<file path="config.mk">
export PLATFORM = sky130hd
export DESIGN_NAME = uart_hex_rx
export DESIGN_NICKNAME = d
export VERILOG_FILES = /design/src/rtl/uart_hex_rx.sv
export SDC_FILE = /design/constraint.sdc
export NUM_CORES = 1
export LEC_CHECK = 0
export CORE_MARGIN = 1.5
export CORE_UTILIZATION = 40
export DETAILED_ROUTE_END_ITERATION = 7
export GPL_TIMING_DRIVEN = 0
export PLACE_DENSITY_LB_ADDON = 0.12
export SETUP_SLACK_MARGIN = 0.2
export SLEW_MARGIN = 25
export SYNTH_ARGS = -nofsm -noshare
export SYNTH_HDL_FRONTEND = slang
export SYNTH_SLANG_ARGS = --single-unit
</file>
<file path="constraint.sdc">
create_clock -name clk -period 7.3 [get_ports clk]
set_clock_uncertainty 0.2 [all_clocks]
set_input_delay 1.095 -clock clk [delete_from_list [all_inputs] [get_ports clk]]
set_output_delay 1.095 -clock clk [all_outputs]
set_load 0.1 [all_outputs]
</file>
<file path="src/rtl/uart_hex_rx.sv">
// uart_hex_rx: 8N1 UART receiver with 16x oversampling that decodes ASCII hex
// characters into 4-bit values and holds the latest one until the consumer pops it.
//
// state | meaning
// IDLE  | line idle, waiting for a low level on the synchronised input
// START | counting to the middle of the start bit, rejecting glitches
// DATA  | sampling DBIT data bits, LSB first, once per 16 ticks
// STOP  | waiting for the stop-bit sample point, then reporting the frame
module uart_hex_rx #(
  parameter int DBIT     = 8,
  parameter int SB_TICK  = 16,
  parameter int DVSR     = 163,
  parameter int DVSR_BIT = 8
) (
  input  logic       clk,
  input  logic       reset,
  input  logic       uart_rx,
  input  logic       rd_nib,
  output logic [3:0] nib_data,
  output logic       nib_valid,
  output logic       char_err,
  output logic       frame_err,
  output logic       overrun
);

  localparam int NW = (SB_TICK > 16) ? $clog2(SB_TICK) : 4;
  localparam int BW = (DBIT > 1) ? $clog2(DBIT) : 1;

  typedef enum logic [1:0] {IDLE, START, DATA, STOP} state_t;

  state_t              state_q, state_d;
  logic [NW-1:0]       n_q, n_d;
  logic [BW-1:0]       bit_q, bit_d;
  logic [DBIT-1:0]     b_q, b_d;
  logic                rx_meta, rx_s;
  logic [DVSR_BIT-1:0] tick_cnt;
  logic                s_tick;
  logic                done;
  logic [7:0]          ch;
  logic                is_hex;
  logic [3:0]          hex_val;

  // Two-flop synchroniser; idles high so reset never looks like a start bit
  always_ff @(posedge clk or posedge reset) begin
    if (reset) begin
      rx_meta <= 1'b1;
      rx_s    <= 1'b1;
    end else begin
      rx_meta <= uart_rx;
      rx_s    <= rx_meta;
    end
  end

  assign s_tick = (tick_cnt == DVSR_BIT'(DVSR - 1));

  // Free-running oversample tick divider
  always_ff @(posedge clk or posedge reset) begin
    if (reset)       tick_cnt <= '0;
    else if (s_tick) tick_cnt <= '0;
    else             tick_cnt <= tick_cnt + 1'b1;
  end

  // FSM state and datapath registers
  always_ff @(posedge clk or posedge reset) begin
    if (reset) begin
      state_q <= IDLE;
      n_q     <= '0;
      bit_q   <= '0;
      b_q     <= '0;
    end else begin
      state_q <= state_d;
      n_q     <= n_d;
      bit_q   <= bit_d;
      b_q     <= b_d;
    end
  end

  // Next-state and datapath update; advances only on oversample ticks except idle exit
  always_comb begin
    state_d = state_q;
    n_d     = n_q;
    bit_d   = bit_q;
    b_d     = b_q;
    case (state_q)
      IDLE: begin
        if (!rx_s) begin
          state_d = START;
          n_d     = '0;
        end
      end
      START: begin
        if (s_tick) begin
          if (n_q == NW'(7)) begin
            if (rx_s) begin
              state_d = IDLE;
            end else begin
              state_d = DATA;
              n_d     = '0;
              bit_d   = '0;
            end
          end else begin
            n_d = n_q + 1'b1;
          end
        end
      end
      DATA: begin
        if (s_tick) begin
          if (n_q == NW'(15)) begin
            n_d = '0;
            b_d = {rx_s, b_q[DBIT-1:1]};
            if (bit_q == BW'(DBIT - 1)) state_d = STOP;
            else                        bit_d   = bit_q + 1'b1;
          end else begin
            n_d = n_q + 1'b1;
          end
        end
      end
      STOP: begin
        if (s_tick) begin
          if (n_q == NW'(SB_TICK - 1)) state_d = IDLE;
          else                         n_d     = n_q + 1'b1;
        end
      end
      default: state_d = IDLE;
    endcase
  end

  // Frame completion strobe: the stop-bit sample point is this very cycle
  always_comb begin
    done = 1'b0;
    if (state_q == STOP && s_tick && n_q == NW'(SB_TICK - 1)) done = 1'b1;
  end

  assign ch = b_q[7:0];

  // ASCII hex decode of the assembled byte
  always_comb begin
    is_hex  = 1'b0;
    hex_val = ch[3:0];
    if (ch >= 8'h30 && ch <= 8'h39) begin
      is_hex = 1'b1;
    end else if ((ch >= 8'h41 && ch <= 8'h46) || (ch >= 8'h61 && ch <= 8'h66)) begin
      is_hex  = 1'b1;
      hex_val = ch[3:0] + 4'd9;
    end
  end

  // Holding register and one-cycle error pulses; a load in the pop cycle keeps valid high
  always_ff @(posedge clk or posedge reset) begin
    if (reset) begin
      nib_data  <= '0;
      nib_valid <= 1'b0;
      char_err  <= 1'b0;
      frame_err <= 1'b0;
      overrun   <= 1'b0;
    end else begin
      char_err  <= 1'b0;
      frame_err <= 1'b0;
      overrun   <= 1'b0;
      if (rd_nib && nib_valid) nib_valid <= 1'b0;
      if (done) begin
        if (!rx_s) begin
          frame_err <= 1'b1;
        end else if (is_hex) begin
          nib_data  <= hex_val;
          nib_valid <= 1'b1;
          if (nib_valid && !rd_nib) overrun <= 1'b1;
        end else begin
          char_err <= 1'b1;
        end
      end
    end
  end

endmodule

</file>
# == Word level (Yosys, flattened, before mapping) ==
# Cells that the tools add are included.
# word_totals
reg_bits,35
in_bits,4
output_inout_bits,8
word_cells,100
# classes
add_sub_neg,4
magnitude_cmp,6
n_eq_ne,18
mux,44
n_reduce_logical,16
# ops
cell,count
two-way mux 4 bit,9
"inequality test 2 bit, second input constant",11
two-way mux 2 bit,9
two-way mux 3 bit,6
"greater-or-equal comparator 8 x 7 -> 1 bit, second input constant",2
"<= comparator 8 x 7 -> 1 bit, second input constant",2
two-way mux 1 bit,16
case mux 4 bit (4 select lines),1
"adder 8 x 1 -> 8 bit, second input constant",1
"equality test 8 bit, second input constant",1
"greater-or-equal comparator 8 x 6 -> 1 bit, second input constant",1
"<= comparator 8 x 6 -> 1 bit, second input constant",1
two-way mux 8 bit,1
case mux 2 bit (4 select lines),1
AND reduction 8 bit,1
logical AND 1 bit,7
AND reduction 7 bit,1
case mux 3 bit (2 select lines),1
AND reduction 3 bit,2
"adder 4 x 1 -> 4 bit, second input constant",1
"adder 4 bit, second input constant",1
"equality test 2 bit, second input constant",2
"equality test 4 x 3 -> 1 bit, second input constant",1
"equality test 4 bit, second input constant",1
other kinds (8),8

# == Depth between registers and ports, before layout ==
# Gate-level depths: netlist of the first run.
# depth
ltp_word,8
mapped_depth,7
ltp_nobuf,6

# == Worst setup path after synthesis of the first run ==
# No wires, ideal clock.
# synth_path
path_type,reg2reg
start,register tick_cnt[0]
end,register bit_q[0]
setup_ns,0.126
arrival_ns,1.996
required_ns,6.974
setup_slack_ns,4.977
path_stages_with_launch,7
n_path_buf,0
synth_period_minus_slack_ns,2.323
path_cell_list,dfrtp_1 -> inv_1 -> ha_1 -> or3b_4 -> or4_4 -> and3_4 -> a311o_1
# synth_between
elab_chain_cells,3
elab_cells_between_ends,4
classes_between,eq/ne (3); reduce/logical (1)
# synth_rtl
element,line,source
start: declaration,36,logic [DVSR_BIT-1:0] tick_cnt;
start signal: assignment,60,else tick_cnt <= tick_cnt + 1'b1;
equality test 8 bit (*),54,assign s_tick = (tick_cnt == DVSR_BIT'(DVSR - 1));
inequality test 2 bit (no line),--,
AND reduction 7 bit (no line) (*),--,
end signal: assignment,73,bit_q <= bit_d;
end: declaration,33,"logic [BW-1:0] bit_q, bit_d;"
# Mark *: on every way between the ends. The rest lies on a longest branch, timed or not.
# A chain may end at the register's enable or synchronous reset.

# == Final worst setup path of the first run ==
# layout_path
start,register nib_data[0]
end,output nib_data[0]
# layout_lines
element,line,source
start: declaration,19,"output logic [3:0] nib_data,"
start signal: assignment,165,nib_data <= hex_val;
# No word-level cell between the ends.

==> results of run 1 <==
==> cell type report <==
class / instances / area (um2)
Buffer: 6 / 27.53
Clock buffer: 5 / 68.82
Clock inverter: 3 / 67.56
Fill cell: 413 / 2255
Inverter: 10 / 37.54
Multi-Input combinational cell: 117 / 904.6
Sequential cell: 35 / 878.3
Tap cell: 52 / 65.06
Timing Repair Buffer: 11 / 110.1
==> flip-flops by register name, summed over array words and instances (netlist names), named ones only <==
register,flops
rx_s,1
bit_q,3
n_q,4
nib_valid,1
tick_cnt,8
overrun,1
rx_meta,1
state_q,1
b_q,8
frame_err,1
char_err,1
nib_data,4
==> placed cells by master, fill, tap and decap left out, drive strengths merged, types with 3 or more instances in the layout <==
master         count
nand4              3
clkbuf             9
mux2i              3
dfrtp             33
ha                 8
nor3b              4
inv               10
xor2               4
mux2               7
nand2b             3
and3               3
or4                3
xnor2              4
nor3               3
clkdlybuf4s50     11
nor2               9
o21ai              5
a31oi              4
nand2              8
nand3             11
o22a               3
==> cell families (layout without fill, tap and decap cells) <==
logic type                 Yosys count  after routing  share of synthesized area (%)
AOI/OAI and AO/OA                   31             31                          13.68
xor gates and xnor gates             8              8                          3.791
adders and majority gates            8              8                          5.417
buffers and inverters               16             35                          3.521
DFF                                 35             35                          47.53
muxes                               10             10                          5.891
and+or+nand+nor                     60             60                          20.18
==> power groups by stage <==
stage / Sequential (mW) / Clock [mW] / Combinational [mW]
3_5_place_dp: 0.199 / 0 / 0.00761
6_report: 0.195 / 0.205 / 0.00733
3_3_place_gp: 0.199 / 0 / 0.00725
5_1_grt: 0.195 / 0.221 / 0.00853
4_1_cts: 0.195 / 0.212 / 0.00764
2_1_floorplan: 0.199 / 0 / 0.00430
==> metrics by stage <==
stage | utilization (%) | hold WS, ps | worst slack, ps
2_1_floorplan | - | 145.2 | 4977
3_3_place_gp | 45.83 | 145.8 | 4463
3_5_place_dp | 45.83 | 147.9 | 4497
4_1_cts | 48.92 | 159.2 | 4182
5_1_grt | 48.92 | 170.8 | 4148
6_report | 48.92 | 158.0 | 4206
==> synthesized netlist by cell type (4+ instances only) <==
master,n
clkbuf_1,4
xnor2_1,4
nor2_1,9
o21ai_0,5
nor3b_1,4
mux2_2,7
inv_1,10
nand2_1,8
xor2_1,4
ha_1,8
a31oi_1,4
nand3_1,11
dfrtp_1,33
==> routing by layer <==
metal | track usage (%) | part of all wire [%] | vias up
li1 | - | - | 659
met1 | 20.22 | 46 | 682
met2 | 29.18 | 49 | 31
met3 | 4.274 | 3.9 | 4
met4 | 6.080 | 1.0 | 0
met5 | 0 | 0 | -
==> worst min-delay path by stage <==
stage                     end  cells past startpoint              start
2_1_floorplan  rx_s$_DFF_PP1_                      0  rx_meta$_DFF_PP1_
3_3_place_gp   rx_s$_DFF_PP1_                      0  rx_meta$_DFF_PP1_
3_5_place_dp   rx_s$_DFF_PP1_                      0  rx_meta$_DFF_PP1_
4_1_cts        rx_s$_DFF_PP1_                      0  rx_meta$_DFF_PP1_
5_1_grt        rx_s$_DFF_PP1_                      0  rx_meta$_DFF_PP1_
6_report       rx_s$_DFF_PP1_                      0  rx_meta$_DFF_PP1_
==> PnR_summary.wiki, run 1 <==
{| class="wikitable"
! Metric !! Value
|-
| Top-level I/O count || 12
|-
| Final Slew Violations || 0
|-
| Count of unresolved DRC violations after routing || 0
|-
| Post-synthesis to final-layout area growth || 16.86%
|-
| Setup Fix Bufs, Post-CTS || 0
|-
| Maximum level of the CTS H-tree || 2
|-
| Setup slack, reg-to-reg || 4860 ps
|-
| Most area-consuming cells after synthesis || dfrtp_1 (45%), ha_1 (5.4%), mux2_2 (4.3%)
|-
| Endpoint of the worst setup timing path || nib_data[0]
|-
| HPWL reported at the end of detailed placement || 2.724 mm
|-
| Actual transition at the worst max-transition pin || 987.1 ps
|-
| Setup-failing EPs final || 0
|-
| Post-placement cell area || 0.002023 mm2
|-
| Initial Util || 41.87%
|-
| Fraction of layout instances using a drive strength above 1 || 16.04%
|-
| Gate power share || 1.8%
|-
| Die height || 70.97 um
|-
| Maximum buffer depth of the clock tree || 2
|-
| Share of total power consumed by net switching || 18.21%
|-
| Critical setup path kind || reg -> out
|-
| Cell Count Post-Placement || 231
|-
| GRT Resource Usage Total || 16.83%
|-
| Synthesized area || 0.001848 mm2
|-
| Critical path capture point type || output port
|-
| Syn. warnings || 0
|-
| Number of antenna violations at the first check in global routing || 0
|-
| Clock-pin transition on the worst setup and hold timing paths || 70 ps
|-
| Critical Path Fanout Max || 3
|-
| Non-Filler Instances || 239
|-
| Port Buf Inserts || 11
|-
| Layout Cell Area excl Fill || 0.002160 mm2
|-
| Total Die Area || 0.005037 mm2
|-
| Final count of hold timing violations || 0
|-
| Peak supply drop || 0.0001416 V
|-
| Vias in the first global route || 1416
|-
| Clock Root Buffer || clkbuf_8
|-
| Biggest area consumer among synthesized cells || dfrtp_1
|-
| Asr flop ratio synth || 100.0%
|-
| Cell-internal power || 333.1 uW
|-
| Count of cell types in the netlist || 53
|-
| Area inside the core boundary || 0.004414 mm2
|-
| Number of core rows || 24
|-
| Synthesized area per cell || 11.00 um2
|-
| Maxcap violations || 0
|-
| Number of cells on the critical path || 1
|-
| Synthesized net count || 180
|-
| Worst R2R End || bit_q[0]$_DFFE_PP0P_
|-
| Critical path's top delay family || buffers and inverters
|-
| Setup TNS after final layout || 0 ps
|-
| Sequential share of the synthesized area || 47.53%
|-
| Clock network fraction of total power || 50.3%
|-
| Total Power Consumption || 407.3 uW
|-
| Weighted congestion at the end of routability-driven global placement || 0.7884
|-
| Power per cell area || 188.6 mW/mm2
|-
| Number of antenna-violating nets in the routed design || 0
|-
| Overflow after GRT || 0
|-
| Number of hold buffers added after cts || 0
|-
| Area fraction of the dominant cell type after synthesis || 44.69%
|-
| Horizontal extent of the die || 70.97 um
|-
| Worst r2r path cells || 6
|-
| Data required, critical path || 6000 ps
|-
| Routed wire length || 3.746 mm
|-
| Worst endpoint data arrival time || 1800 ps
|-
| Max Clock Freq || 323.2 MHz
|-
| RSZ-0062 raised after global routing || no
|-
| Kind of launch point of the worst setup path || flop
|-
| Hold crit path type || reg -> reg
|-
| Relative slew slack || 33.99%
|-
| Net Sw Power || 74.18 uW
|-
| Number of nets in the layout || 198
|-
| CTS tree || yes
|-
| Synthesis-stage register bit count || 35
|-
| Part of the total power dissipated in sequential elements || 47.9%
|-
| Number of vias per cell || 5.757
|-
| Result of the run || finished clean
|-
| First-pass iteration count of the detailed router || 4
|-
| Total vias in the final route || 1376
|-
| Number of violations reported at the end of detailed-routing iteration 0 || 21
|-
| Gate count of the mapped netlist || 168
|-
| Clock insertion delay at the later pin of the skew report || 280 ps
|-
| Post-cts gate resize count || 0
|-
| Startpoint of the worst setup timing path || nib_data[0]$_DFFE_PP0P_
|-
| Final period utilization || 42.38%
|-
| Routed length per instance || 15.67 um
|-
| Clk sinks || 35
|-
| Total clock buffers created by CTS || 5
|-
| Leakage power figure || 0.9338 nW
|-
| Ys flop type || dfrtp_1
|-
| Global-route wire length before repair || 6.679 mm
|-
| ANT cells || 0
|-
| Maximum number of pins on one net before global-route repair || 36
|-
| Count of buffer and inverter cells on the critical path || 1
|-
| Critical-path cell with the highest stage delay || clkdlybuf4s50_1
|-
| Sequence of cells on the critical path || clkdlybuf4s50_1
|-
| EDFF count, synth || 0
|-
| Worst path max stage delay || 1140 ps
|-
| Source of the worst register-to-register timing path || tick_cnt[0]$_DFF_PP0_
|-
| Min Clock Period, post-route || 3094 ps
|}
No activity file was read; power rests on OpenSTA's default activity.
==> inputs of run 2 (changes only) <==
==> constraint.sdc (replaced) <==
create_clock -name clk -period 3.02 [get_ports clk]
set_clock_uncertainty 0.2 [all_clocks]
set_input_delay 0.453 -clock clk [delete_from_list [all_inputs] [get_ports clk]]
set_output_delay 0.453 -clock clk [all_outputs]
set_load 0.1 [all_outputs]
==> results of run 2 <==
Same layout as run 1 (identical final DEF). Status: finished clean.
Main changes from that run: setup slack after placement 4497 ps -> 589.8 ps; setup slack after layout 4206 ps -> 568.4 ps; register-to-register setup slack 4860 ps -> 580 ps; total power 0.4073 mW -> 0.9845 mW; worst IR drop on VDD 0.0001416 V -> 0.0003422 V
